## src/rtl/rv_pkg.sv

```systemverilog
// Shared definitions for the RV32I pipeline control path: opcodes, operand
// select encodings and the decoded control bundle carried between stages.
package rv_pkg;

  localparam logic [6:0] OP_LUI    = 7'b0110111;
  localparam logic [6:0] OP_AUIPC  = 7'b0010111;
  localparam logic [6:0] OP_JAL    = 7'b1101111;
  localparam logic [6:0] OP_JALR   = 7'b1100111;
  localparam logic [6:0] OP_BRANCH = 7'b1100011;
  localparam logic [6:0] OP_LOAD   = 7'b0000011;
  localparam logic [6:0] OP_STORE  = 7'b0100011;
  localparam logic [6:0] OP_IMM    = 7'b0010011;
  localparam logic [6:0] OP_REG    = 7'b0110011;

  localparam logic [1:0] ALU1_RS1  = 2'b00;
  localparam logic [1:0] ALU1_ZERO = 2'b01;
  localparam logic [1:0] ALU1_PC   = 2'b10;

  localparam logic [1:0] FWD_RF  = 2'b00;
  localparam logic [1:0] FWD_EXM = 2'b10;
  localparam logic [1:0] FWD_MWB = 2'b01;

  typedef struct packed {
    logic       branch;
    logic       mem_read;
    logic       mem_to_reg;
    logic       mem_write;
    logic       alu2_src;
    logic       reg_write;
    logic       auipc;
    logic [1:0] alu1_src;
  } ctrl_t;

  // The younger producer (EX/MEM) shadows the older one (MEM/WB).
  function automatic logic [1:0] fwd_pick(input logic exm_hit, input logic mwb_hit);
    return exm_hit ? FWD_EXM : (mwb_hit ? FWD_MWB : FWD_RF);
  endfunction

endpackage

```

## src/rtl/rv_ctrl_pipe_if.sv

```systemverilog
// Datapath <-> control-pipe signal bundle; the datapath is the master.
interface rv_ctrl_pipe_if #(parameter int REG_AW = 5);

  logic              id_valid_i;
  logic [REG_AW-1:0] id_rs1_i, id_rs2_i, id_rd_i;
  logic              id_branch_i, id_mem_read_i, id_mem_to_reg_i, id_mem_write_i;
  logic              id_alu2_src_i, id_reg_write_i, id_auipc_i;
  logic [1:0]        id_alu1_src_i, id_reg_read_i;
  logic              ex_branch_taken_i;

  logic              stall_o, flush_o;
  logic              ex_valid_o, ex_branch_o, ex_alu2_src_o, ex_auipc_o;
  logic [1:0]        ex_alu1_src_o;
  logic              mem_valid_o, mem_read_o, mem_write_o;
  logic              wb_valid_o, wb_reg_write_o, wb_mem_to_reg_o;
  logic [REG_AW-1:0] wb_rd_o;
  logic [1:0]        fwd_a_o, fwd_b_o;

  modport master (
    output id_valid_i, id_rs1_i, id_rs2_i, id_rd_i, id_branch_i, id_mem_read_i,
           id_mem_to_reg_i, id_mem_write_i, id_alu2_src_i, id_reg_write_i, id_auipc_i,
           id_alu1_src_i, id_reg_read_i, ex_branch_taken_i,
    input  stall_o, flush_o, ex_valid_o, ex_branch_o, ex_alu2_src_o, ex_auipc_o,
           ex_alu1_src_o, mem_valid_o, mem_read_o, mem_write_o, wb_valid_o,
           wb_reg_write_o, wb_mem_to_reg_o, wb_rd_o, fwd_a_o, fwd_b_o
  );

  modport slave (
    input  id_valid_i, id_rs1_i, id_rs2_i, id_rd_i, id_branch_i, id_mem_read_i,
           id_mem_to_reg_i, id_mem_write_i, id_alu2_src_i, id_reg_write_i, id_auipc_i,
           id_alu1_src_i, id_reg_read_i, ex_branch_taken_i,
    output stall_o, flush_o, ex_valid_o, ex_branch_o, ex_alu2_src_o, ex_auipc_o,
           ex_alu1_src_o, mem_valid_o, mem_read_o, mem_write_o, wb_valid_o,
           wb_reg_write_o, wb_mem_to_reg_o, wb_rd_o, fwd_a_o, fwd_b_o
  );

endinterface

```

## src/rtl/rv_stage_reg.sv

```systemverilog
// One pipeline boundary: valid bit plus an opaque bundle. An invalid or
// bubbled input loads all-zero so downstream controls are inert.
module rv_stage_reg #(
  parameter int W = 8
) (
  input  logic         clk,
  input  logic         rst,
  input  logic         i_bubble,
  input  logic         i_vld,
  input  logic [W-1:0] i_d,
  output logic         o_vld,
  output logic [W-1:0] o_q
);

  logic         r_vld;
  logic [W-1:0] r_q;

  always_ff @(posedge clk or posedge rst) begin
    if (rst) begin
      r_vld <= 1'b0;
      r_q   <= '0;
    end else if (i_bubble || !i_vld) begin
      r_vld <= 1'b0;
      r_q   <= '0;
    end else begin
      r_vld <= 1'b1;
      r_q   <= i_d;
    end
  end

  assign o_vld = r_vld;
  assign o_q   = r_q;

endmodule

```

## src/rtl/rv_ctrl_pipe.sv

```systemverilog
// Control bundle carrier ID->EX->MEM->WB with load-use stall, taken-branch
// flush and EX operand forwarding selects.
module rv_ctrl_pipe
  import rv_pkg::*;
#(
  parameter int REG_AW = 5
) (
  input logic          clk,
  input logic          rst,
  rv_ctrl_pipe_if.slave bus
);

  typedef struct packed {
    ctrl_t             c;
    logic [REG_AW-1:0] rs1;
    logic [REG_AW-1:0] rs2;
    logic [REG_AW-1:0] rd;
    logic [1:0]        rr;
  } stage_t;

  localparam int SW = $bits(stage_t);

  stage_t w_id, w_ex, w_mem, w_wb;
  logic   w_ex_v, w_mem_v, w_wb_v;
  logic   w_hazard, w_flush, w_bubble;
  logic   w_mem_fwd, w_wb_fwd;
  logic   w_unused;

  assign w_id.c.branch     = bus.id_branch_i;
  assign w_id.c.mem_read   = bus.id_mem_read_i;
  assign w_id.c.mem_to_reg = bus.id_mem_to_reg_i;
  assign w_id.c.mem_write  = bus.id_mem_write_i;
  assign w_id.c.alu2_src   = bus.id_alu2_src_i;
  assign w_id.c.reg_write  = bus.id_reg_write_i;
  assign w_id.c.auipc      = bus.id_auipc_i;
  assign w_id.c.alu1_src   = bus.id_alu1_src_i;
  assign w_id.rs1          = bus.id_rs1_i;
  assign w_id.rs2          = bus.id_rs2_i;
  assign w_id.rd           = bus.id_rd_i;
  assign w_id.rr           = bus.id_reg_read_i;

  rv_stage_reg #(.W(SW)) u_ex (
    .clk(clk), .rst(rst), .i_bubble(w_bubble), .i_vld(bus.id_valid_i),
    .i_d(w_id), .o_vld(w_ex_v), .o_q(w_ex));

  rv_stage_reg #(.W(SW)) u_mem (
    .clk(clk), .rst(rst), .i_bubble(1'b0), .i_vld(w_ex_v),
    .i_d(w_ex), .o_vld(w_mem_v), .o_q(w_mem));

  rv_stage_reg #(.W(SW)) u_wb (
    .clk(clk), .rst(rst), .i_bubble(1'b0), .i_vld(w_mem_v),
    .i_d(w_mem), .o_vld(w_wb_v), .o_q(w_wb));

  // A load in EX whose rd is read at ID cannot be forwarded in time.
  assign w_hazard = w_ex_v & w_ex.c.mem_read & (w_ex.rd != '0) & bus.id_valid_i &
                    ((bus.id_reg_read_i[0] & (bus.id_rs1_i == w_ex.rd)) |
                     (bus.id_reg_read_i[1] & (bus.id_rs2_i == w_ex.rd)));
  assign w_flush  = w_ex_v & w_ex.c.branch & bus.ex_branch_taken_i;
  assign w_bubble = w_hazard | w_flush;

  assign bus.stall_o = w_hazard & ~w_flush;
  assign bus.flush_o = w_flush;

  // Load data is not ready in EX/MEM, so only ALU results forward from there.
  assign w_mem_fwd = w_mem_v & w_mem.c.reg_write & ~w_mem.c.mem_to_reg & (w_mem.rd != '0);
  assign w_wb_fwd  = w_wb_v & w_wb.c.reg_write & (w_wb.rd != '0);

  assign bus.fwd_a_o = fwd_pick(w_ex_v & w_ex.rr[0] & w_mem_fwd & (w_mem.rd == w_ex.rs1),
                                w_ex_v & w_ex.rr[0] & w_wb_fwd  & (w_wb.rd  == w_ex.rs1));
  assign bus.fwd_b_o = fwd_pick(w_ex_v & w_ex.rr[1] & w_mem_fwd & (w_mem.rd == w_ex.rs2),
                                w_ex_v & w_ex.rr[1] & w_wb_fwd  & (w_wb.rd  == w_ex.rs2));

  assign bus.ex_valid_o      = w_ex_v;
  assign bus.ex_branch_o     = w_ex_v & w_ex.c.branch;
  assign bus.ex_alu2_src_o   = w_ex_v & w_ex.c.alu2_src;
  assign bus.ex_auipc_o      = w_ex_v & w_ex.c.auipc;
  assign bus.ex_alu1_src_o   = w_ex_v ? w_ex.c.alu1_src : 2'b00;
  assign bus.mem_valid_o     = w_mem_v;
  assign bus.mem_read_o      = w_mem_v & w_mem.c.mem_read;
  assign bus.mem_write_o     = w_mem_v & w_mem.c.mem_write;
  assign bus.wb_valid_o      = w_wb_v;
  assign bus.wb_reg_write_o  = w_wb_v & w_wb.c.reg_write;
  assign bus.wb_mem_to_reg_o = w_wb_v & w_wb.c.mem_to_reg;
  assign bus.wb_rd_o         = w_wb_v ? w_wb.rd : '0;

  // WB keeps the full bundle for debug visibility; most of it has no consumer.
  assign w_unused = ^w_wb;

endmodule

```

## src/flat_wrapper.sv

```systemverilog
// flat-port wrapper written by rule: the top's interface ports become plain ports
module rv_ctrl_pipe_flat import rv_pkg::*;
#(
  parameter int REG_AW = 5
)
  (clk, rst, bus_id_valid_i, bus_id_rs1_i, bus_id_rs2_i, bus_id_rd_i, bus_id_branch_i, bus_id_mem_read_i, bus_id_mem_to_reg_i, bus_id_mem_write_i, bus_id_alu2_src_i, bus_id_reg_write_i, bus_id_auipc_i, bus_id_alu1_src_i, bus_id_reg_read_i, bus_ex_branch_taken_i, bus_stall_o, bus_flush_o, bus_ex_valid_o, bus_ex_branch_o, bus_ex_alu2_src_o, bus_ex_auipc_o, bus_ex_alu1_src_o, bus_mem_valid_o, bus_mem_read_o, bus_mem_write_o, bus_wb_valid_o, bus_wb_reg_write_o, bus_wb_mem_to_reg_o, bus_wb_rd_o, bus_fwd_a_o, bus_fwd_b_o);
  rv_ctrl_pipe_if #(.REG_AW(REG_AW)) bus_i ();
  input logic clk;
  input logic rst;
  input wire logic [$bits(bus_i.id_valid_i)-1:0] bus_id_valid_i;
  input wire logic [$bits(bus_i.id_rs1_i)-1:0] bus_id_rs1_i;
  input wire logic [$bits(bus_i.id_rs2_i)-1:0] bus_id_rs2_i;
  input wire logic [$bits(bus_i.id_rd_i)-1:0] bus_id_rd_i;
  input wire logic [$bits(bus_i.id_branch_i)-1:0] bus_id_branch_i;
  input wire logic [$bits(bus_i.id_mem_read_i)-1:0] bus_id_mem_read_i;
  input wire logic [$bits(bus_i.id_mem_to_reg_i)-1:0] bus_id_mem_to_reg_i;
  input wire logic [$bits(bus_i.id_mem_write_i)-1:0] bus_id_mem_write_i;
  input wire logic [$bits(bus_i.id_alu2_src_i)-1:0] bus_id_alu2_src_i;
  input wire logic [$bits(bus_i.id_reg_write_i)-1:0] bus_id_reg_write_i;
  input wire logic [$bits(bus_i.id_auipc_i)-1:0] bus_id_auipc_i;
  input wire logic [$bits(bus_i.id_alu1_src_i)-1:0] bus_id_alu1_src_i;
  input wire logic [$bits(bus_i.id_reg_read_i)-1:0] bus_id_reg_read_i;
  input wire logic [$bits(bus_i.ex_branch_taken_i)-1:0] bus_ex_branch_taken_i;
  output wire logic [$bits(bus_i.stall_o)-1:0] bus_stall_o;
  output wire logic [$bits(bus_i.flush_o)-1:0] bus_flush_o;
  output wire logic [$bits(bus_i.ex_valid_o)-1:0] bus_ex_valid_o;
  output wire logic [$bits(bus_i.ex_branch_o)-1:0] bus_ex_branch_o;
  output wire logic [$bits(bus_i.ex_alu2_src_o)-1:0] bus_ex_alu2_src_o;
  output wire logic [$bits(bus_i.ex_auipc_o)-1:0] bus_ex_auipc_o;
  output wire logic [$bits(bus_i.ex_alu1_src_o)-1:0] bus_ex_alu1_src_o;
  output wire logic [$bits(bus_i.mem_valid_o)-1:0] bus_mem_valid_o;
  output wire logic [$bits(bus_i.mem_read_o)-1:0] bus_mem_read_o;
  output wire logic [$bits(bus_i.mem_write_o)-1:0] bus_mem_write_o;
  output wire logic [$bits(bus_i.wb_valid_o)-1:0] bus_wb_valid_o;
  output wire logic [$bits(bus_i.wb_reg_write_o)-1:0] bus_wb_reg_write_o;
  output wire logic [$bits(bus_i.wb_mem_to_reg_o)-1:0] bus_wb_mem_to_reg_o;
  output wire logic [$bits(bus_i.wb_rd_o)-1:0] bus_wb_rd_o;
  output wire logic [$bits(bus_i.fwd_a_o)-1:0] bus_fwd_a_o;
  output wire logic [$bits(bus_i.fwd_b_o)-1:0] bus_fwd_b_o;
  assign bus_i.id_valid_i = bus_id_valid_i;
  assign bus_i.id_rs1_i = bus_id_rs1_i;
  assign bus_i.id_rs2_i = bus_id_rs2_i;
  assign bus_i.id_rd_i = bus_id_rd_i;
  assign bus_i.id_branch_i = bus_id_branch_i;
  assign bus_i.id_mem_read_i = bus_id_mem_read_i;
  assign bus_i.id_mem_to_reg_i = bus_id_mem_to_reg_i;
  assign bus_i.id_mem_write_i = bus_id_mem_write_i;
  assign bus_i.id_alu2_src_i = bus_id_alu2_src_i;
  assign bus_i.id_reg_write_i = bus_id_reg_write_i;
  assign bus_i.id_auipc_i = bus_id_auipc_i;
  assign bus_i.id_alu1_src_i = bus_id_alu1_src_i;
  assign bus_i.id_reg_read_i = bus_id_reg_read_i;
  assign bus_i.ex_branch_taken_i = bus_ex_branch_taken_i;
  assign bus_stall_o = bus_i.stall_o;
  assign bus_flush_o = bus_i.flush_o;
  assign bus_ex_valid_o = bus_i.ex_valid_o;
  assign bus_ex_branch_o = bus_i.ex_branch_o;
  assign bus_ex_alu2_src_o = bus_i.ex_alu2_src_o;
  assign bus_ex_auipc_o = bus_i.ex_auipc_o;
  assign bus_ex_alu1_src_o = bus_i.ex_alu1_src_o;
  assign bus_mem_valid_o = bus_i.mem_valid_o;
  assign bus_mem_read_o = bus_i.mem_read_o;
  assign bus_mem_write_o = bus_i.mem_write_o;
  assign bus_wb_valid_o = bus_i.wb_valid_o;
  assign bus_wb_reg_write_o = bus_i.wb_reg_write_o;
  assign bus_wb_mem_to_reg_o = bus_i.wb_mem_to_reg_o;
  assign bus_wb_rd_o = bus_i.wb_rd_o;
  assign bus_fwd_a_o = bus_i.fwd_a_o;
  assign bus_fwd_b_o = bus_i.fwd_b_o;
  rv_ctrl_pipe #(.REG_AW(REG_AW)) u_core (.clk(clk), .rst(rst), .bus(bus_i));
endmodule
```

## config.mk

```make
export PLATFORM = sky130hd
export DESIGN_NAME = rv_ctrl_pipe_flat
export DESIGN_NICKNAME = d
export VERILOG_FILES = /design/src/rtl/rv_pkg.sv /design/src/rtl/rv_ctrl_pipe_if.sv /design/src/rtl/rv_stage_reg.sv /design/src/rtl/rv_ctrl_pipe.sv /design/src/flat_wrapper.sv
export SDC_FILE = /design/constraint.sdc
export NUM_CORES = 1
export LEC_CHECK = 0
export ABC_CLOCK_PERIOD_IN_PS = 2040
export BUFFER_PORTS_ARGS = -buffer_cell sky130_fd_sc_hd__buf_2
export CAP_MARGIN = 20
export CORE_ASPECT_RATIO = 2
export CORE_UTILIZATION = 55
export CTS_BUF_LIST = sky130_fd_sc_hd__clkbuf_8
export DETAILED_ROUTE_END_ITERATION = 8
export GPL_TIMING_DRIVEN = 0
export PLACE_DENSITY = 0.85
export SETUP_SLACK_MARGIN = 0.05
export SLEW_MARGIN = 20
export SYNTH_ARGS = -nofsm -noshare
export SYNTH_HDL_FRONTEND = slang
export SYNTH_SLANG_ARGS = --single-unit
```

## constraint.sdc

```tcl
create_clock -name clk -period 2.04 [get_ports clk]
set_input_delay 0.306 -clock clk [delete_from_list [all_inputs] [get_ports clk]]
set_output_delay 0.306 -clock clk [all_outputs]
set_load 0.02 [all_outputs]
```

== Word level (Yosys, flattened, before mapping) ==
Cells that the tools add are included.
Storage, ports and cells
  bits in registers: 78
  bits of input ports: 30
  output and inout port bits: 23
  word-level logic and storage cells: 62
Cells by class
  eq/ne operators: 6
  muxes and demuxes: 12
  bitwise logic cells: 33
  reductions and logical operators: 5
Operators by type and width (number)
  equality test 5 bit: 6
  AND 1 bit: 29
  2-to-1 mux 26 bit: 1
  2-to-1 mux 25 bit: 1
  2-to-1 mux 24 bit: 1
  nonzero test 5 bit: 3
  2-to-1 mux 2 bit: 3
  2-to-1 mux 1 bit: 5
  2-to-1 mux 5 bit: 1
  NOT 1 bit: 2
  OR 1 bit: 2
  zero test 1 bit: 1
  logical OR 1 bit: 1

== Depth between registers and ports, before layout ==
  depth in word-level cells: 7
  gate-level depth with buffers: 6
  depth with buffers taken out: 4

== By module ==
A second synthesis with hierarchy kept.
Unflattened totals
  cells, all modules: 249
  area total of the unflattened synthesis: 3374.5 sq um
By module, submodules not included
  rv_stage_reg: instances 3, cells an instance 59, area each 945.9 sq um, seq. area each 675.6 sq um
  rv_ctrl_pipe: instances 1, cells an instance 72, area each 536.8 sq um, seq. area each 0.0 sq um

== Worst setup path after synthesis ==
OpenSTA, ideal clock, no wires.
  path kind: reg2out
  start: register u_core.u_mem.r_vld (netlist: u_core.u_mem.o_vld)
  end: output bus_fwd_a_o[0]
  data arrival time: 1.891 ns
  data required time: 1.734 ns
  setup slack: -0.157 ns
  stages on the path, launching flop included: 5
  path buffers: 0
  cells stage by stage: dfrtp_1 > and2_1 > o211ai_1 > nor4_1 > nor2_1
Between the ends
  longest elaborated chain between the ends: 6
RTL lines
  start: declaration: line rv_stage_reg.sv:15  | logic r_vld;
  start signal: assignment: line rv_stage_reg.sv:20  | r_vld <= 1'b0;
  start signal: assignment: line rv_stage_reg.sv:23  | r_vld <= 1'b0;
  start signal: assignment: line rv_stage_reg.sv:26  | r_vld <= 1'b1;
  AND 1 bit (3 in series): line rv_ctrl_pipe.sv:65  | assign w_mem_fwd = w_mem_v & w_mem.c.reg_write & ~w_mem.c.mem_to_reg & (w_mem.rd != '0);
  AND 1 bit (2 in series): line rv_ctrl_pipe.sv:68  | assign bus.fwd_a_o = fwd_pick(w_ex_v & w_ex.rr[0] & w_mem_fwd & (w_mem.rd == w_ex.rs1),
  2-to-1 mux 2 bit: line rv_pkg.sv:36  | return exm_hit ? FWD_EXM : (mwb_hit ? FWD_MWB : FWD_RF);
  end: declaration: line flat_wrapper.sv:38  | output wire logic [$bits(bus_i.fwd_a_o)-1:0] bus_fwd_a_o;
No other way between the ends.

== Worst setup path after layout ==
  start: register u_core.u_ex.r_q[5] (netlist: u_core.u_ex.o_q[5])
  end: output bus_stall_o
Between the ends
  longest elaborated chain between the ends: 5
  elaborated cells on any way between the ends: 10
  classes of those cells: eq/ne: 2; bitwise: 7; reduce/logical: 1
RTL lines
  start: declaration: line rv_stage_reg.sv:16  | logic [W-1:0] r_q;
  start signal: assignment: line rv_stage_reg.sv:27  | r_q <= i_d;
  equality test 5 bit, or another cell as far along: line rv_ctrl_pipe.sv:56  | ((bus.id_reg_read_i[0] & (bus.id_rs1_i == w_ex.rd)) |
  AND 1 bit, on equally long branches: line rv_ctrl_pipe.sv:56, rv_ctrl_pipe.sv:55, rv_ctrl_pipe.sv:57
  OR 1 bit or AND 1 bit (tied branches): line rv_ctrl_pipe.sv:56, rv_ctrl_pipe.sv:55
  AND 1 bit (*): line rv_ctrl_pipe.sv:55  | assign w_hazard = w_ex_v & w_ex.c.mem_read & (w_ex.rd != '0) & bus.id_valid_i &
  AND 1 bit (*): line rv_ctrl_pipe.sv:61  | assign bus.stall_o = w_hazard & ~w_flush;
  end: declaration: line flat_wrapper.sv:24  | output wire logic [$bits(bus_i.stall_o)-1:0] bus_stall_o;
Every way passes the cells marked *; elsewhere a longest branch is shown, timed or not.

==> impl_metrics.env <==
export IMPL_outcome="complete, but fails checks"
export IMPL_violations="setup timing"
export IMPL_grt_max_degree=33
export IMPL_clk_latency_ps=310
export IMPL_synth_fp_nets=229
export IMPL_clk_path_buf_depth=2
export IMPL_die_x_um=46.49
export IMPL_start_util=0.5724
export IMPL_finalWirelength_um=4633
export IMPL_routedWlPerCell_um=14.52
export IMPL_n_fill_cell=293
export IMPL_track_usage=0.2510
export IMPL_leakage_nw=1.299
export IMPL_viasPerCell=5.232
export IMPL_critPathCaptureType="output pin"
export IMPL_hold_path_class="in2reg"
export IMPL_dr_pass1_iters=4
export IMPL_synth_warnings=0
export IMPL_ant_nets=0
export IMPL_slew_headroom=0.6938
export IMPL_yosys_register_bits=45
export IMPL_setup_violations_final=5
export IMPL_dieArea_um2=4229
export IMPL_drv_slew=0
export IMPL_ys_top_cells_by_count="dfrtp_1, and2_1, nand3_1, xnor2_1, a21oi_2"
export IMPL_power_density_nw_per_um2=651.7
export IMPL_synth_top_area_cell="dfrtp_1"
export IMPL_hold_viol=0
export IMPL_route_detailed_drc=0
export IMPL_crit_arrival_ps=1880
export IMPL_async_reset_ff_frac=1.000
export IMPL_syn_area_um2=2177
export IMPL_cp_max_fo=3
export IMPL_drt_iter0_drc=34
export IMPL_synth_edf_count=0
export IMPL_crit_end="bus_stall_o"
export IMPL_grt_setup_unrepaired="yes"
export IMPL_yosysMostFrequentCell="dfrtp_1"
export IMPL_rr_endpoint="u_core.u_ex.o_q[15]$_DFF_PP0_"
export IMPL_fmax_mhz=457.3
export IMPL_worst_clock_skew_ps=13.91
export IMPL_fin_tns_setup_ps=-310.7
export IMPL_critPathLaunchType="flop"
export IMPL_tightest_slew_ps=459.3
export IMPL_synth_cell_types=23
export IMPL_cts_tree="yes"
export IMPL_crit_start="u_core.u_ex.o_q[5]$_DFF_PP0_"
export IMPL_regToRegSetupSlack_ps=210
export IMPL_final_util=0.7240
export IMPL_worst_setup_path_type="reg2out"
export IMPL_period_minus_slack_ps=2187
export IMPL_ys_top_cells_by_area="dfrtp_1, xnor2_1, and2_1"
export IMPL_numCtsBuffers=5
export IMPL_ys_flop_type="dfrtp_1"
export IMPL_peakVddDrop_mv=0.6944
export IMPL_yosysTopAreaCellShare=0.5172
export IMPL_vias=1669
export IMPL_worstPathRequired_ps=1730
export IMPL_clock_sinks=45
export IMPL_fin_crit_sh=1.072
export IMPL_fp_dieH_um=90.98
export IMPL_cap_violations=0
export IMPL_overflow=0
export IMPL_nets=297
export IMPL_cts_root_buffer="clkbuf_8"
export IMPL_path_clk_slew_ps=80
export IMPL_area_growth_pct=26.49
export IMPL_gp_congestion=0.9074
export IMPL_n_antenna_cell=0
export IMPL_h_tree_depth=2
export IMPL_ioPinCount=53
export IMPL_grt_pass1_vias=1714
export IMPL_reg2reg_depth=6
export IMPL_synth_seq_area_share=0.5172
export IMPL_worst_r2r_startpoint="u_core.u_ex.o_q[5]$_DFF_PP0_"
export IMPL_avgSynthCellArea_um2=10.94
export IMPL_antenna_found_initial=0
export IMPL_rows=32
export IMPL_setup_slack_ps=-146.7
export IMPL_drive_gt1_frac=0.4104
export IMPL_io_buffers=51
export IMPL_grt_pass1_wl_um=7583
export IMPL_netlist_instances=199
export IMPL_hpwl_um=3444
export IMPL_coreArea_um2=3804
==> logic make-up after synthesis <==
logic type	Yosys count	share of synthesized area
simple gates	78	0.2040
flops	45	0.5172
compound gates	31	0.1126
xor+xnor	30	0.1207
buf+inv	15	0.04540
==> area by class of cell <==
cell class,instances,area (um2),area share
well taps,51,63.81,0.02317
clock buffers,5,68.82,0.02499
multi-input cells,139,996.0,0.3617
plain buffers,11,87.58,0.03180
flip-flops and latches,45,1131,0.4107
repair buffers,62,370.4,0.1345
inverters,3,11.26,0.004089
clock inverters,3,25.02,0.009087
==> worst min-delay path by stage <==
stage / startpoint / end / slack, ps / cells past startpoint
global placement: u_core.u_ex.o_q[22]$_DFF_PP0_ / u_core.u_mem.o_q[22]$_DFF_PP0_ / 440 / 1
global route: bus_id_alu1_src_i[1] / u_core.u_ex.o_q[18]$_DFF_PP0_ / 250 / 3
CTS: bus_id_rd_i[2] / u_core.u_ex.o_q[4]$_DFF_PP0_ / 240 / 3
finish: bus_id_rd_i[2] / u_core.u_ex.o_q[4]$_DFF_PP0_ / 240 / 3
detailed placement: rst / u_core.u_mem.o_q[24]$_DFF_PP0_ / 270 / 2
floorplan: u_core.u_ex.o_q[20]$_DFF_PP0_ / u_core.u_mem.o_q[20]$_DFF_PP0_ / 430 / 1
==> stage by stage <==
step / hold slack [ps] / worst slack [ps] / power [mW] / instance area [um2] / std cells
floorplan: 433.7 / 38.26 / 1.144 / 2192 / 199
CTS: 236.0 / -172.8 / 1.792 / 2720 / 318
finish: 240.3 / -146.7 / 1.795 / 2754 / 319
global route: 246.9 / -212.0 / 1.876 / 2754 / 319
detailed placement: 269.7 / 31.51 / 1.229 / 2531 / 302
global placement: 439.0 / 47.76 / 1.216 / 2511 / 301
==> critical path, stage by stage (launching register included) <==
cell	delay [ps]
dfrtp_1	430
or4_1	520
o211a_1	230
buf_6	120
and3_4	170
buf_6	120
==> report_power, final <==
part,switching [mW],internal [mW]
sequential,0.0368,0.934
clock,0.313,0.247
combinational,0.139,0.124
==> registers in the layout, summed over array words and instances, names as in the netlist <==
| signal | flops |
|---|---|
| u_core.u_ex.o_q | 26 |
| u_core.u_ex.o_vld | 1 |
| u_core.u_mem.o_q | 9 |
| u_core.u_mem.o_vld | 1 |
| u_core.u_wb.o_q | 7 |
| u_core.u_wb.o_vld | 1 |
==> repair_timing <==
action | 4_1_cts | 5_1_grt
gates resized for setup | 12 | 8
hold endpoints to repair | 13 | 0
pin swaps | 5 | 5
hold buffers | 1 | 0
endpoints found under the setup margin | 6 | 6
setup buffers | 8 | 1
==> routing by layer <==
layer / GRT usage / vias up / routed length [um]
met5: 0 / - / 0
met4: 0.1275 / 0 / 121
met3: 0.03777 / 9 / 125
met2: 0.4549 / 42 / 2920
met1: 0.2479 / 807 / 1466
li1: - / 811 / -
==> placed cells by master, fill, tap and decap left out <==
cell	netlist	layout
a21oi_1	7	7
nand2_2	0	1
clkbuf_4	0	1
buf_12	2	3
or4_1	5	4
nand4_1	6	6
xor2_1	4	4
clkinvlp_4	0	1
buf_6	1	3
nand2_1	6	5
and3_4	0	1
nor2_2	0	1
buf_4	0	11
o22ai_4	0	1
xnor2_1	26	25
dlygate4sd3_1	0	1
xnor2_2	0	1
clkbuf_8	0	5
o211ai_1	1	1
inv_1	3	2
buf_2	2	49
nand3_1	26	26
dfrtp_1	45	41
o211a_1	1	1
clkbuf_1	7	5
nor2_1	2	1
nor4_2	0	2
and2_2	1	1
clkinv_4	0	1
and2_1	29	29
o21ai_2	0	1
inv_6	0	1
or4_4	0	1
dfrtp_2	0	4
inv_2	0	1
a21oi_2	20	20
Note: power is estimated with default switching activity, not from simulation.
